### config.mk
export PLATFORM = sky130hd
export DESIGN_NAME = uart_xcvr_param
export DESIGN_NICKNAME = d
export VERILOG_FILES = /design/src/rtl/uart_pkg.sv /design/src/rtl/uart_baud_tick.sv /design/src/rtl/uart_xcvr_param.sv
export SDC_FILE = /design/constraint.sdc
export NUM_CORES = 1
export LEC_CHECK = 0
export ABC_AREA = 1
export CORE_ASPECT_RATIO = 0.9
export CORE_MARGIN = 5
export CORE_UTILIZATION = 59
export DETAILED_ROUTE_END_ITERATION = 8
export PLACE_DENSITY = 0.79
export SYNTH_ARGS = -nofsm -noshare
export SYNTH_HDL_FRONTEND = slang
export SYNTH_SLANG_ARGS = --single-unit
### constraint.sdc
create_clock -name clk -period 2.42 [get_ports clk]
set_input_delay 0.484 -clock clk [delete_from_list [all_inputs] [get_ports clk]]
set_output_delay 0.484 -clock clk [all_outputs]
set_load 0.05 [all_outputs]
### src/rtl/uart_pkg.sv
// Shared constants, FSM encodings and baud divider helper for the parametrised UART.
package uart_pkg;

  localparam int PARITY_NONE = 0;
  localparam int PARITY_ODD  = 1;
  localparam int PARITY_EVEN = 2;

  typedef enum logic [2:0] {
    TX_IDLE, TX_START, TX_DATA, TX_PARITY, TX_STOP
  } tx_state_e;

  typedef enum logic [2:0] {
    RX_IDLE, RX_START, RX_DATA, RX_PARITY, RX_STOP, RX_BREAK
  } rx_state_e;

  // Rounded clocks per oversample tick.
  function automatic int tick_div(input int clk_hz, input int baud, input int ovs);
    return (clk_hz + (baud * ovs) / 2) / (baud * ovs);
  endfunction

endpackage

### src/rtl/uart_baud_tick.sv
// Oversample tick generator: counts 0..DIV-1 and pulses tick for one cycle on wrap.
module uart_baud_tick import uart_pkg::*; #(
  parameter int DIV = 54
) (
  input  logic clk,
  input  logic rst,
  input  logic clr,
  output logic tick
);

  localparam int CW = (DIV > 1) ? $clog2(DIV) : 1;
  localparam logic [CW-1:0] LAST = CW'(DIV - 1);

  logic [CW-1:0] cnt;

  always_ff @(posedge clk) begin
    if (!rst || clr)   cnt <= '0;
    else if (cnt == LAST) cnt <= '0;
    else               cnt <= cnt + 1'b1;
  end

  assign tick = (cnt == LAST);

endmodule

### src/rtl/uart_xcvr_param.sv
// Full-duplex UART with configurable frame format, valid/ready handshakes and
// oversampled RX with false-start rejection and parity/framing/overrun flags.
module uart_xcvr_param import uart_pkg::*; #(
  parameter int CLK_HZ    = 100_000_000,
  parameter int BAUD      = 115_200,
  parameter int OVS       = 16,
  parameter int DATA_BITS = 8,
  parameter int PARITY    = 0,
  parameter int STOP_BITS = 1
) (
  input  logic                 clk,
  input  logic                 rst,
  input  logic [DATA_BITS-1:0] tx_data,
  input  logic                 tx_valid,
  output logic                 tx_ready,
  output logic                 tx_out,
  input  logic                 rx_in,
  output logic [DATA_BITS-1:0] rx_data,
  output logic                 rx_valid,
  input  logic                 rx_ready,
  output logic                 rx_parity_err,
  output logic                 rx_frame_err,
  output logic                 rx_overrun
);

  localparam int TICK_DIV = tick_div(CLK_HZ, BAUD, OVS);
  localparam int TW = $clog2(OVS);
  localparam int BW = 4;
  localparam logic [TW-1:0] T_LAST = TW'(OVS - 1);
  localparam logic [TW-1:0] T_HALF = TW'(OVS / 2 - 1);
  localparam logic [BW-1:0] D_LAST = BW'(DATA_BITS - 1);
  localparam logic [BW-1:0] S_LAST = BW'(STOP_BITS - 1);
  localparam bit HAS_PAR = (PARITY != PARITY_NONE);

  // ---------------- TX ----------------
  tx_state_e            tx_state, tx_state_n;
  logic [DATA_BITS-1:0] tx_shift;
  logic                 tx_par;
  logic [TW-1:0]        tx_tcnt;
  logic [BW-1:0]        tx_bit;
  logic                 tx_tick, tx_accept, tx_bit_end;

  assign tx_ready   = (tx_state == TX_IDLE);
  assign tx_accept  = tx_ready && tx_valid;
  assign tx_bit_end = tx_tick && (tx_tcnt == T_LAST);

  // TX divider restarts on accept so the start bit is exactly one bit period long.
  uart_baud_tick #(.DIV(TICK_DIV)) u_tx_tick (
    .clk(clk), .rst(rst), .clr(tx_accept), .tick(tx_tick)
  );

  always_comb begin
    tx_state_n = tx_state;
    tx_out     = 1'b1;
    case (tx_state)
      TX_IDLE:   if (tx_valid) tx_state_n = TX_START;
      TX_START: begin
        tx_out = 1'b0;
        if (tx_bit_end) tx_state_n = TX_DATA;
      end
      TX_DATA: begin
        tx_out = tx_shift[0];
        if (tx_bit_end && tx_bit == D_LAST) tx_state_n = HAS_PAR ? TX_PARITY : TX_STOP;
      end
      TX_PARITY: begin
        tx_out = tx_par;
        if (tx_bit_end) tx_state_n = TX_STOP;
      end
      TX_STOP:   if (tx_bit_end && tx_bit == S_LAST) tx_state_n = TX_IDLE;
      default:   tx_state_n = TX_IDLE;
    endcase
  end

  always_ff @(posedge clk) begin
    if (!rst) begin
      tx_state <= TX_IDLE;
      tx_shift <= '0;
      tx_par   <= 1'b0;
      tx_tcnt  <= '0;
      tx_bit   <= '0;
    end else begin
      tx_state <= tx_state_n;
      if (tx_accept) begin
        tx_shift <= tx_data;
        tx_par   <= (PARITY == PARITY_ODD) ? ~^tx_data : ^tx_data;
        tx_tcnt  <= '0;
        tx_bit   <= '0;
      end else if (tx_tick) begin
        tx_tcnt <= (tx_tcnt == T_LAST) ? '0 : tx_tcnt + 1'b1;
        if (tx_bit_end) begin
          if (tx_state == TX_DATA) tx_shift <= tx_shift >> 1;
          tx_bit <= (tx_state_n != tx_state) ? '0 : tx_bit + 1'b1;
        end
      end
    end
  end

  // ---------------- RX ----------------
  rx_state_e            rx_state, rx_state_n;
  logic [1:0]           rx_sync;
  logic                 rx_s, rx_tick, rx_samp, rx_done, rx_perr_n, rx_par_bit;
  logic [TW-1:0]        rx_tcnt;
  logic [BW-1:0]        rx_bit;
  logic [DATA_BITS-1:0] rx_shift;

  assign rx_s = rx_sync[1];

  uart_baud_tick #(.DIV(TICK_DIV)) u_rx_tick (
    .clk(clk), .rst(rst), .clr(1'b0), .tick(rx_tick)
  );

  // Start bit is confirmed half a bit in; every later sample lands on a bit centre.
  assign rx_samp   = rx_tick && (rx_tcnt == ((rx_state == RX_START) ? T_HALF : T_LAST));
  assign rx_done   = rx_samp && (rx_state == RX_STOP);
  assign rx_perr_n = HAS_PAR &&
                     (rx_par_bit != ((PARITY == PARITY_ODD) ? ~^rx_shift : ^rx_shift));

  always_comb begin
    rx_state_n = rx_state;
    case (rx_state)
      RX_IDLE:   if (!rx_s) rx_state_n = RX_START;
      RX_START:  if (rx_samp) rx_state_n = rx_s ? RX_IDLE : RX_DATA;
      RX_DATA:   if (rx_samp && rx_bit == D_LAST) rx_state_n = HAS_PAR ? RX_PARITY : RX_STOP;
      RX_PARITY: if (rx_samp) rx_state_n = RX_STOP;
      RX_STOP:   if (rx_samp) rx_state_n = rx_s ? RX_IDLE : RX_BREAK;
      RX_BREAK:  if (rx_s) rx_state_n = RX_IDLE;
      default:   rx_state_n = RX_IDLE;
    endcase
  end

  always_ff @(posedge clk) begin
    if (!rst) begin
      rx_state      <= RX_IDLE;
      rx_sync       <= 2'b11;
      rx_tcnt       <= '0;
      rx_bit        <= '0;
      rx_shift      <= '0;
      rx_par_bit    <= 1'b0;
      rx_data       <= '0;
      rx_valid      <= 1'b0;
      rx_parity_err <= 1'b0;
      rx_frame_err  <= 1'b0;
      rx_overrun    <= 1'b0;
    end else begin
      rx_sync  <= {rx_sync[0], rx_in};
      rx_state <= rx_state_n;
      if (rx_state == RX_IDLE || rx_state == RX_BREAK) rx_tcnt <= '0;
      else if (rx_tick) rx_tcnt <= rx_samp ? '0 : rx_tcnt + 1'b1;
      if (rx_samp) begin
        case (rx_state)
          RX_START:  rx_bit <= '0;
          RX_DATA: begin
            rx_shift <= {rx_s, rx_shift[DATA_BITS-1:1]};
            rx_bit   <= rx_bit + 1'b1;
          end
          RX_PARITY: rx_par_bit <= rx_s;
          default: ;
        endcase
      end
      if (rx_valid && rx_ready) begin
        rx_valid   <= 1'b0;
        rx_overrun <= 1'b0;
      end
      // A completion coinciding with the consumer handshake is loaded, not dropped.
      if (rx_done) begin
        if (!rx_valid || rx_ready) begin
          rx_valid      <= 1'b1;
          rx_data       <= rx_shift;
          rx_parity_err <= rx_perr_n;
          rx_frame_err  <= !rx_s;
        end else begin
          rx_overrun <= 1'b1;
        end
      end
    end
  end

endmodule
==> results.yml, run 1 <==
run_status:
  outcome: "completed"
layout:
  drive_gt1_frac: 0.0938
  multi_input_area_mm2: 0.00147
  register_area_mm2: 0.00128
  syn2layout_area_growth_pct: 15.7
  nets: 467
  finalNonFillerCells: 513
  diodes: 0
  fillers: 427
synthesis:
  yosys-top-cells-count: "88 x nand2_1, 64 x dfxtp_1, 60 x nor2_1, 46 x inv_1, 27 x a21oi_1"
  yosysMostFrequentCell: "nand2_1"
  synth_seq_cells: 64
  syn_nets: 437
  syn_inst: 415
  postSynth.asyncResetShare: 0
  synth_area_leaders: "dfxtp_1 43%, nand2_1 11%, nor2_1 7.5%"
  yosys.area.top_type_share: 0.426
  synth_area_mm2: 0.00301
  synthFlopType: "dfxtp_1"
  seq_area_frac_synth: 0.426
  synth_edf_count: 0
  syn_avg_cell_area_um2: 7.24
  synth_top_cell_by_area: "dfxtp_1"
  yosys_warnings: 0
  yosys.cell_types.count: 33
timing:
  timing.final.setup_violations: 0
  final.setup.tns_ns: 0
  finalCriticalPeriod_ns: 2.28
  fmax_mhz: 439
  drv_slew: 0
  max_slew_margin: 0.659
  grt_setup_unrepaired: "no"
  hold_violations: 0
  post-route-period-util: 0.941
  fin_worst_skew_ns: 0.00979
  worstMarginPinSlew_ns: 0.510
  holdWs_ns: 0.417
min_path:
  min_path_cells: 1
  min-delay-start: "rx_sync[0]"
  hold_path_end: "rx_sync[1]"
  hp-class: "flip-flop to flip-flop"
routing:
  routed_wl_mm: 5.62
  drc_errors: 0
  viasPerCell: 5.15
  wl_per_cell_um: 11.0
  dr_total_vias: 2640
  dr.pass1.iters: 5
  drt_iter0_markers: 170
  ant_nets: 0
setup_path:
  reg2regPathDepth: 10
  worstSetupPathType: "flip-flop to primary output"
  crit_arrival_ns: 1.79
  r2r_end: "rx_shift[2]"
  cp.buffers_inverters: 2
  path_cells: "inv_1 -> nand2_1 -> nor2_1 -> clkdlybuf4s50_1"
  path_delay_family: "buffers and inverters"
  cp-end-kind: "primary output"
  path_max_fanout: 4
  required_ns: 1.94
  crit_slowest_cell: "clkdlybuf4s50_1"
  cp_slowest_stage_delay_ns: 0.82
  worst_setup_path_start_kind: "flip-flop"
  r2r_setup_slack_ns: 0.62
  r2r-start: "u_rx_tick.cnt[0]"
clocking:
  clock-root-buffer: "clkbuf_8"
  clkLatencyLatePin_ns: 0.34
  htree_levels: 3
  cts.clk_slew.worst_paths_ns: 0.07
  holdBufCountCts: 0
  cts_tree: "built"
  clkSinkCount: 64
  cts_buffer_depth: 2
  numCtsBuffers: 9
pwr:
  switchingPower_mw: 0.695
  ir_drop_mv: 0.362
  p_int_mw: 1.70
  p_per_area_mw_per_mm2: 690
  power_leakage_nw: 1.45
  p_comb_frac: 0.175
  pwr-share-clk: 0.352
  pwr-share-seq: 0.474
  switching_share: 0.290
placement:
  io_buffers: 25
  gp_congestion: 0.940
  dp_hpwl_mm: 4.06
  dp_cells: 499
grt:
  grt_pass1_wl_mm: 10.0
  antenna_found_initial: 0
  first_global_vias: 2391
  grt_max_degree: 22
  grt_remaining_overflow: 0
  grtUsageTotal: 0.184
floorplan:
  die-area_mm2: 0.00662
  start_util: 0.614
  io_pins: 27
  die_w_um: 85.2
  die_h_um: 77.7
  rows: 24
  core_mm2: 0.00489
job:
  maxCapViolCount: 0
==> flip-flops by register name, summed over array words and instances (netlist names), 6 cells and up <==
signal,count
tx_shift,8
u_tx_tick.cnt,6
rx_shift,8
rx_data,8
u_rx_tick.cnt,6
==> through the flow <==
step / utilization / cell area, um^2 / setup slack (ns) / power (mW)
after floorplan: - / 3010 / 0.417 / 1.47
after global placement: 0.675 / 3300 / 0.419 / 1.55
after detailed placement: 0.675 / 3300 / 0.381 / 1.57
after CTS: 0.710 / 3480 / 0.127 / 2.41
after global routing: 0.710 / 3480 / 0.00543 / 2.53
final: 0.710 / 3480 / 0.142 / 2.40
==> placed cells by master, fill, tap and decap left out, types with 4 or more instances in the layout <==
master           instances
o21ai_0                 20
clkdlybuf4s50_1         24
inv_1                   46
a31oi_1                  6
clkbuf_8                 9
nor3_1                   5
nand3_1                 24
nand2_2                  4
inv_2                    7
nor3b_1                  4
nand2_1                 88
ha_1                     9
dfxtp_1                 64
a21oi_1                 27
nor2_1                  60
nor2_2                   5
xnor2_1                  9
nand4_1                  4
==> how the worst max path moves through the flow <==
stage,start,endpoint,slack (ns),depth (start not counted)
floorplan,tx_state[1],u_tx_tick.cnt[3],0.42,9
global placement,tx_state[2],tx_out,0.42,4
detailed placement,tx_state[2],tx_out,0.38,4
CTS,tx_state[0],tx_ready,0.13,4
global route,tx_state[0],tx_ready,0.005,4
finish,tx_state[0],tx_ready,0.14,4
==> cell families after synthesis <==
logic type | Yosys count | share of synthesized area
and+or+nand+nor | 205 | 0.306
DFF | 64 | 0.426
buffers and inverters | 63 | 0.0862
AOI/OAI and AO/OA | 61 | 0.108
xor gates and xnor gates | 12 | 0.0350
adders and majority gates | 9 | 0.0375
other | 1 | 0.00125
==> final cells by class <==
cell class	instances	share of cell area
inverter	54	0.0583
timing repair buffer	28	0.0781
clock buffer	10	0.0367
sequential	64	0.368
tap	65	0.0234
multi-input combinational	288	0.421
clock inverter	4	0.0137
==> power groups by stage <==
stage	clock network, mW	registers [mW]	logic (mW)
floorplan	0	1.15	0.323
global placement	0	1.16	0.398
detailed placement	0	1.16	0.411
CTS	0.858	1.13	0.415
global route	0.915	1.14	0.475
finish	0.843	1.14	0.419
==> per-layer routing <==
metal | share of wire | vias up | global-route usage
met4 | 0.010 | 0 | 0.0617
li1 | - | 1384 | -
met3 | 0.057 | 9 | 0.0625
met2 | 0.45 | 54 | 0.295
met1 | 0.48 | 1193 | 0.231
met5 | 0 | - | 0
==> timing repair <==
action,in CTS,in global routing
resized for setup,1,0
endpoints found under the setup margin,1,0
buffers inserted,0,0
(Power assumes the default switching activity.)
==> run 2: changes to the inputs <==
- RECOVER_POWER: unset -> 50
==> run 2 against run 1 <==
First-iteration DRC count rose by 9.4%. Worst hold slack improved by 0.0037 ns. Via count shrank 0.30%. Count of clock-buffer cells in the layout did not move. Clock skew shrank 0.00073 ns. Highest routed layer unchanged.
==> results.yml, run 2 (synthesis gave the netlist of run 1 again) <==
floorplan:
  rows: 24
  die_h_um: 77.7
  start_util: 0.614
  io_pins: 27
  die-area_mm2: 0.00662
  core_mm2: 0.00489
  die_w_um: 85.2
timing:
  drv_slew: 0
  max_slew_margin: 0.445
  hold_violations: 0
  final.setup.tns_ns: 0
  post-route-period-util: 0.942
  finalCriticalPeriod_ns: 2.28
  grt_setup_unrepaired: "no"
  worstMarginPinSlew_ns: 0.833
  timing.final.setup_violations: 0
  fmax_mhz: 439
  fin_worst_skew_ns: 0.00906
pwr:
  ir_drop_mv: 0.361
  p_per_area_mw_per_mm2: 696
  power_leakage_nw: 1.43
layout:
  most-common-layout-cells: "92 x nand2_1, 64 x dfxtp_1, 63 x nor2_1"
  syn2layout_area_growth_pct: 14.2
  fillers: 439
  stdcell_area_mm2: 0.00343
  diodes: 0
  layout_commonest_cell: "nand2_1"
  drive_gt1_frac: 0.0692
  nets: 467
  reg_top3: "rx_data: 8 flops, rx_shift: 8 flops, tx_shift: 8 flops"
clocking:
  htree_levels: 3
  clkLatencyLatePin_ns: 0.34
  cts_buffer_depth: 2
  numCtsBuffers: 9
  cts.clk_slew.worst_paths_ns: 0.07
  clkSinkCount: 64
  clock-root-buffer: "clkbuf_8"
  cts_tree: "built"
placement:
  io_buffers: 25
  gp_congestion: 0.940
  placed_area_mm2: 0.00330
  dp_hpwl_mm: 4.06
routing:
  viasPerCell: 5.13
  routed_wl_mm: 5.64
  dr.pass1.iters: 4
  dr_total_vias: 2632
  drt_iter0_markers: 186
  ant_nets: 0
  wl_per_cell_um: 11.0
  drc_errors: 0
setup_path:
  worst_setup_path_start_kind: "flip-flop"
  required_ns: 1.94
  path_max_fanout: 4
  crit_slowest_cell: "clkdlybuf4s50_1"
  path_cells: "inv_1 -> nand2_1 -> nor2_1 -> clkdlybuf4s50_1"
  cp_slowest_stage_delay_ns: 0.82
  worstSetupPathType: "flip-flop to primary output"
  cp-end-kind: "primary output"
  cp.buffers_inverters: 2
  crit_arrival_ns: 1.80
  path_delay_family: "buffers and inverters"
grt:
  grt_pass1_wl_mm: 10.0
  first_global_vias: 2391
  antenna_found_initial: 0
  grt_max_degree: 22
  grt_remaining_overflow: 0
  grtUsageTotal: 0.184
min_path:
  hp-class: "flip-flop to flip-flop"
job:
  maxCapViolCount: 0
run_status:
  outcome: "completed"
[run 2: changes by cell type in the layout (fill, tap and decap cells not counted), sizes merged]
| cell | before | now |
|---|---|---|
| dlygate4sd3 | 0 | 1 |
| clkbuf | 10 | 12 |
| buf | 3 | 1 |
| clkdlybuf4s50 | 24 | 23 |
[run 2: metal layers]
layer,part of all wire,GRT usage
met1,0.48,0.231
met2,0.46,0.295
met3,0.054,0.0625
met4,0.0067,0.0617
met5,0,0
[run 2: per-stage QoR]
step	power, mW	utilization	hold slack, ns	instances	setup WS [ns]
finish	2.39	0.701	0.420	513	0.140
global route	2.52	0.701	0.435	513	0.00543
CTS	2.41	0.710	0.415	513	0.127
detailed placement	1.57	0.675	0.401	499	0.381
global placement	1.55	0.675	0.396	499	0.419
floorplan	1.47	-	0.393	415	0.417
[run 2: path summary, 6_finish.rpt]
| kind | slack, ns | end | start | depth (start not counted) |
|---|---|---|---|---|
| min | 0.42 | rx_sync[1] | rx_sync[0] | 1 |
| max | 0.14 | tx_ready | tx_state[0] | 4 |
| min reg2reg | 0.42 | rx_sync[1] | rx_sync[0] | 1 |
| max reg2reg | 0.30 | rx_data[0] | u_rx_tick.cnt[0] | 10 |
[run 2: area by class of cell]
type,instances,area (um^2),share of cell area
well taps,65,81.3,0.0237
clock buffers,10,128,0.0372
clock inverters,4,47.5,0.0139
multi-input cells,288,1430,0.416
repair buffers,28,264,0.0769
flip-flops and latches,64,1280,0.373
inverters,54,203,0.0591
[run 2: worst register-to-register path, cell delays in order (launching register included)]
cell and delay [ns]:
dfxtp_1 0.38, ha_1 0.16, inv_1 0.03, nor2_1 0.14
nand3_1 0.15, nor2_1 0.11, nand2_1 0.20, nor2_4 0.16
nand2_1 0.38, nor2_1 0.23, nor2_1 0.06
[run 2: report_power, final]
group,switching (mW),leakage [nW],internal [mW],total [mW]
Combinational,0.266,0.820,0.142,0.408
Sequential,0.0384,0.519,1.10,1.14
Clock,0.384,0.0880,0.460,0.844
Total,0.688,1.43,1.70,2.39
[run 2: what timing repair did]
action | in CTS | in global routing
hold buffers | 0 | 0
endpoints found under the setup margin | 1 | 0
buffers inserted | 0 | 0
resized for setup | 1 | 0
==> run 3: changes to the inputs <==
- GPL_ROUTABILITY_DRIVEN: unset -> 0
- RECOVER_POWER: 50 -> 25
==> run 3 against run 2 <==
Via count shrank 0.11%. Clock skew is essentially flat. Largest cell class unchanged. Flip-flop and latch count is the same. First-iteration DRC count shrank 21%. Worst hold slack lost 0.0042 ns. Final cell count is the same. Non-clock buffer count is the same. Sequential power is essentially flat. Fmax shrank 0.11%. Utilization grew 0.72 points.
==> results.yml, run 3 (synthesis gave the netlist of run 1 again) <==
run_status:
  outcome: "completed"
clocking:
  clkSinkCount: 64
  clock-root-buffer: "clkbuf_8"
  numCtsBuffers: 9
  cts.clk_slew.worst_paths_ns: 0.07
  cts_buffer_depth: 2
  holdBufCountCts: 0
  cts_tree: "built"
  clkLatencyLatePin_ns: 0.34
  htree_levels: 3
layout:
  drive_gt1_frac: 0.0848
  syn2layout_area_growth_pct: 15.4
  stdcell_area_mm2: 0.00347
  nets: 467
  most-common-layout-cells: "89 x nand2_1, 64 x dfxtp_1, 60 x nor2_1"
  layout_commonest_cell: "nand2_1"
  reg_top3: "rx_data: 8 flops, rx_shift: 8 flops, tx_shift: 8 flops"
  diodes: 0
  finalNonFillerCells: 513
pwr:
  p_comb_frac: 0.173
  fin_total_pwr_mw: 2.39
  p_per_area_mw_per_mm2: 690
  pwr-share-seq: 0.475
  switching_share: 0.289
  power_leakage_nw: 1.44
  pwr-share-clk: 0.352
  p_int_mw: 1.70
  switchingPower_mw: 0.692
  ir_drop_mv: 0.365
timing:
  max_slew_margin: 0.455
  fmax_mhz: 438
  worstMarginPinSlew_ns: 0.817
  drv_slew: 0
  final.setup.tns_ns: 0
  grt_setup_unrepaired: "no"
  timing.final.setup_violations: 0
  post-route-period-util: 0.943
  hold_violations: 0
  finalCriticalPeriod_ns: 2.28
  fin_worst_skew_ns: 0.00922
grt:
  grtUsageTotal: 0.184
  grt_remaining_overflow: 0
  antenna_found_initial: 0
  grt_pass1_wl_mm: 10.0
  first_global_vias: 2391
  grt_max_degree: 22
setup_path:
  path_delay_family: "buffers and inverters"
  cp-end-kind: "primary output"
  cp_slowest_stage_delay_ns: 0.82
  worstSetupPathType: "flip-flop to primary output"
  path_max_fanout: 4
  cp.buffers_inverters: 2
  crit_arrival_ns: 1.80
  worst_setup_path_start_kind: "flip-flop"
  crit_slowest_cell: "clkdlybuf4s50_1"
  path_cells: "inv_1 -> nand2_1 -> nor2_1 -> clkdlybuf4s50_1"
  required_ns: 1.94
floorplan:
  core_mm2: 0.00489
  start_util: 0.614
  die-area_mm2: 0.00662
  die_h_um: 77.7
  rows: 24
  io_pins: 27
  die_w_um: 85.2
placement:
  dp_cells: 499
  io_buffers: 25
  dp_hpwl_mm: 4.06
  placed_area_mm2: 0.00330
routing:
  drt_iter0_markers: 147
  ant_nets: 0
  routed_wl_mm: 5.62
  viasPerCell: 5.12
  dr_total_vias: 2629
  drc_errors: 0
  wl_per_cell_um: 11.0
  dr.pass1.iters: 4
job:
  maxCapViolCount: 0
min_path:
  hp-class: "flip-flop to flip-flop"
run 3: repair_timing:
action	CTS	global route
setup buffers	0	0
endpoints found under the setup margin	1	0
gates resized for setup	1	0
run 3: stage by stage:
step | hold WS, ns | utilization | worst slack [ns]
final | 0.416 | 0.708 | 0.137
after floorplan | 0.393 | - | 0.417
after detailed placement | 0.401 | 0.675 | 0.381
after global routing | 0.435 | 0.708 | 0.00543
after CTS | 0.415 | 0.710 | 0.127
after global placement | 0.396 | 0.675 | 0.419
run 3: worst paths after layout:
path | from | endpoint | slack, ns | cells after the start
worst max-delay path | tx_state[0] | tx_ready | 0.14 | 4
worst min register to register | rx_sync[0] | rx_sync[1] | 0.42 | 1
worst max register to register | u_rx_tick.cnt[0] | rx_shift[2] | 0.63 | 10
worst min-delay path | rx_sync[0] | rx_sync[1] | 0.42 | 1
run 3: power groups by stage:
stage | combinational [mW] | clock, mW | sequential, mW
2_1_floorplan | 0.323 | 0 | 1.15
3_3_place_gp | 0.398 | 0 | 1.16
3_5_place_dp | 0.411 | 0 | 1.16
4_1_cts | 0.415 | 0.858 | 1.13
5_1_grt | 0.472 | 0.915 | 1.14
6_report | 0.414 | 0.843 | 1.14
run 3: cell type report:
class | instances | area (um^2)
Tap cell | 65 | 81.3
Sequential cell | 64 | 1280
Multi-Input combinational cell | 288 | 1460
Clock inverter | 4 | 47.5
Inverter | 54 | 203
Timing Repair Buffer | 28 | 264
Fill cell | 430 | 1430
Clock buffer | 10 | 128
run 3: layer usage:
layer / wire length, um / vias to the layer above / track usage
met1: 2730 / 1180 / 0.231
met2: 2500 / 57 / 0.295
met4: 75 / 0 / 0.0617
met3: 312 / 9 / 0.0625
met5: 0 / - / 0
li1: - / 1383 / -
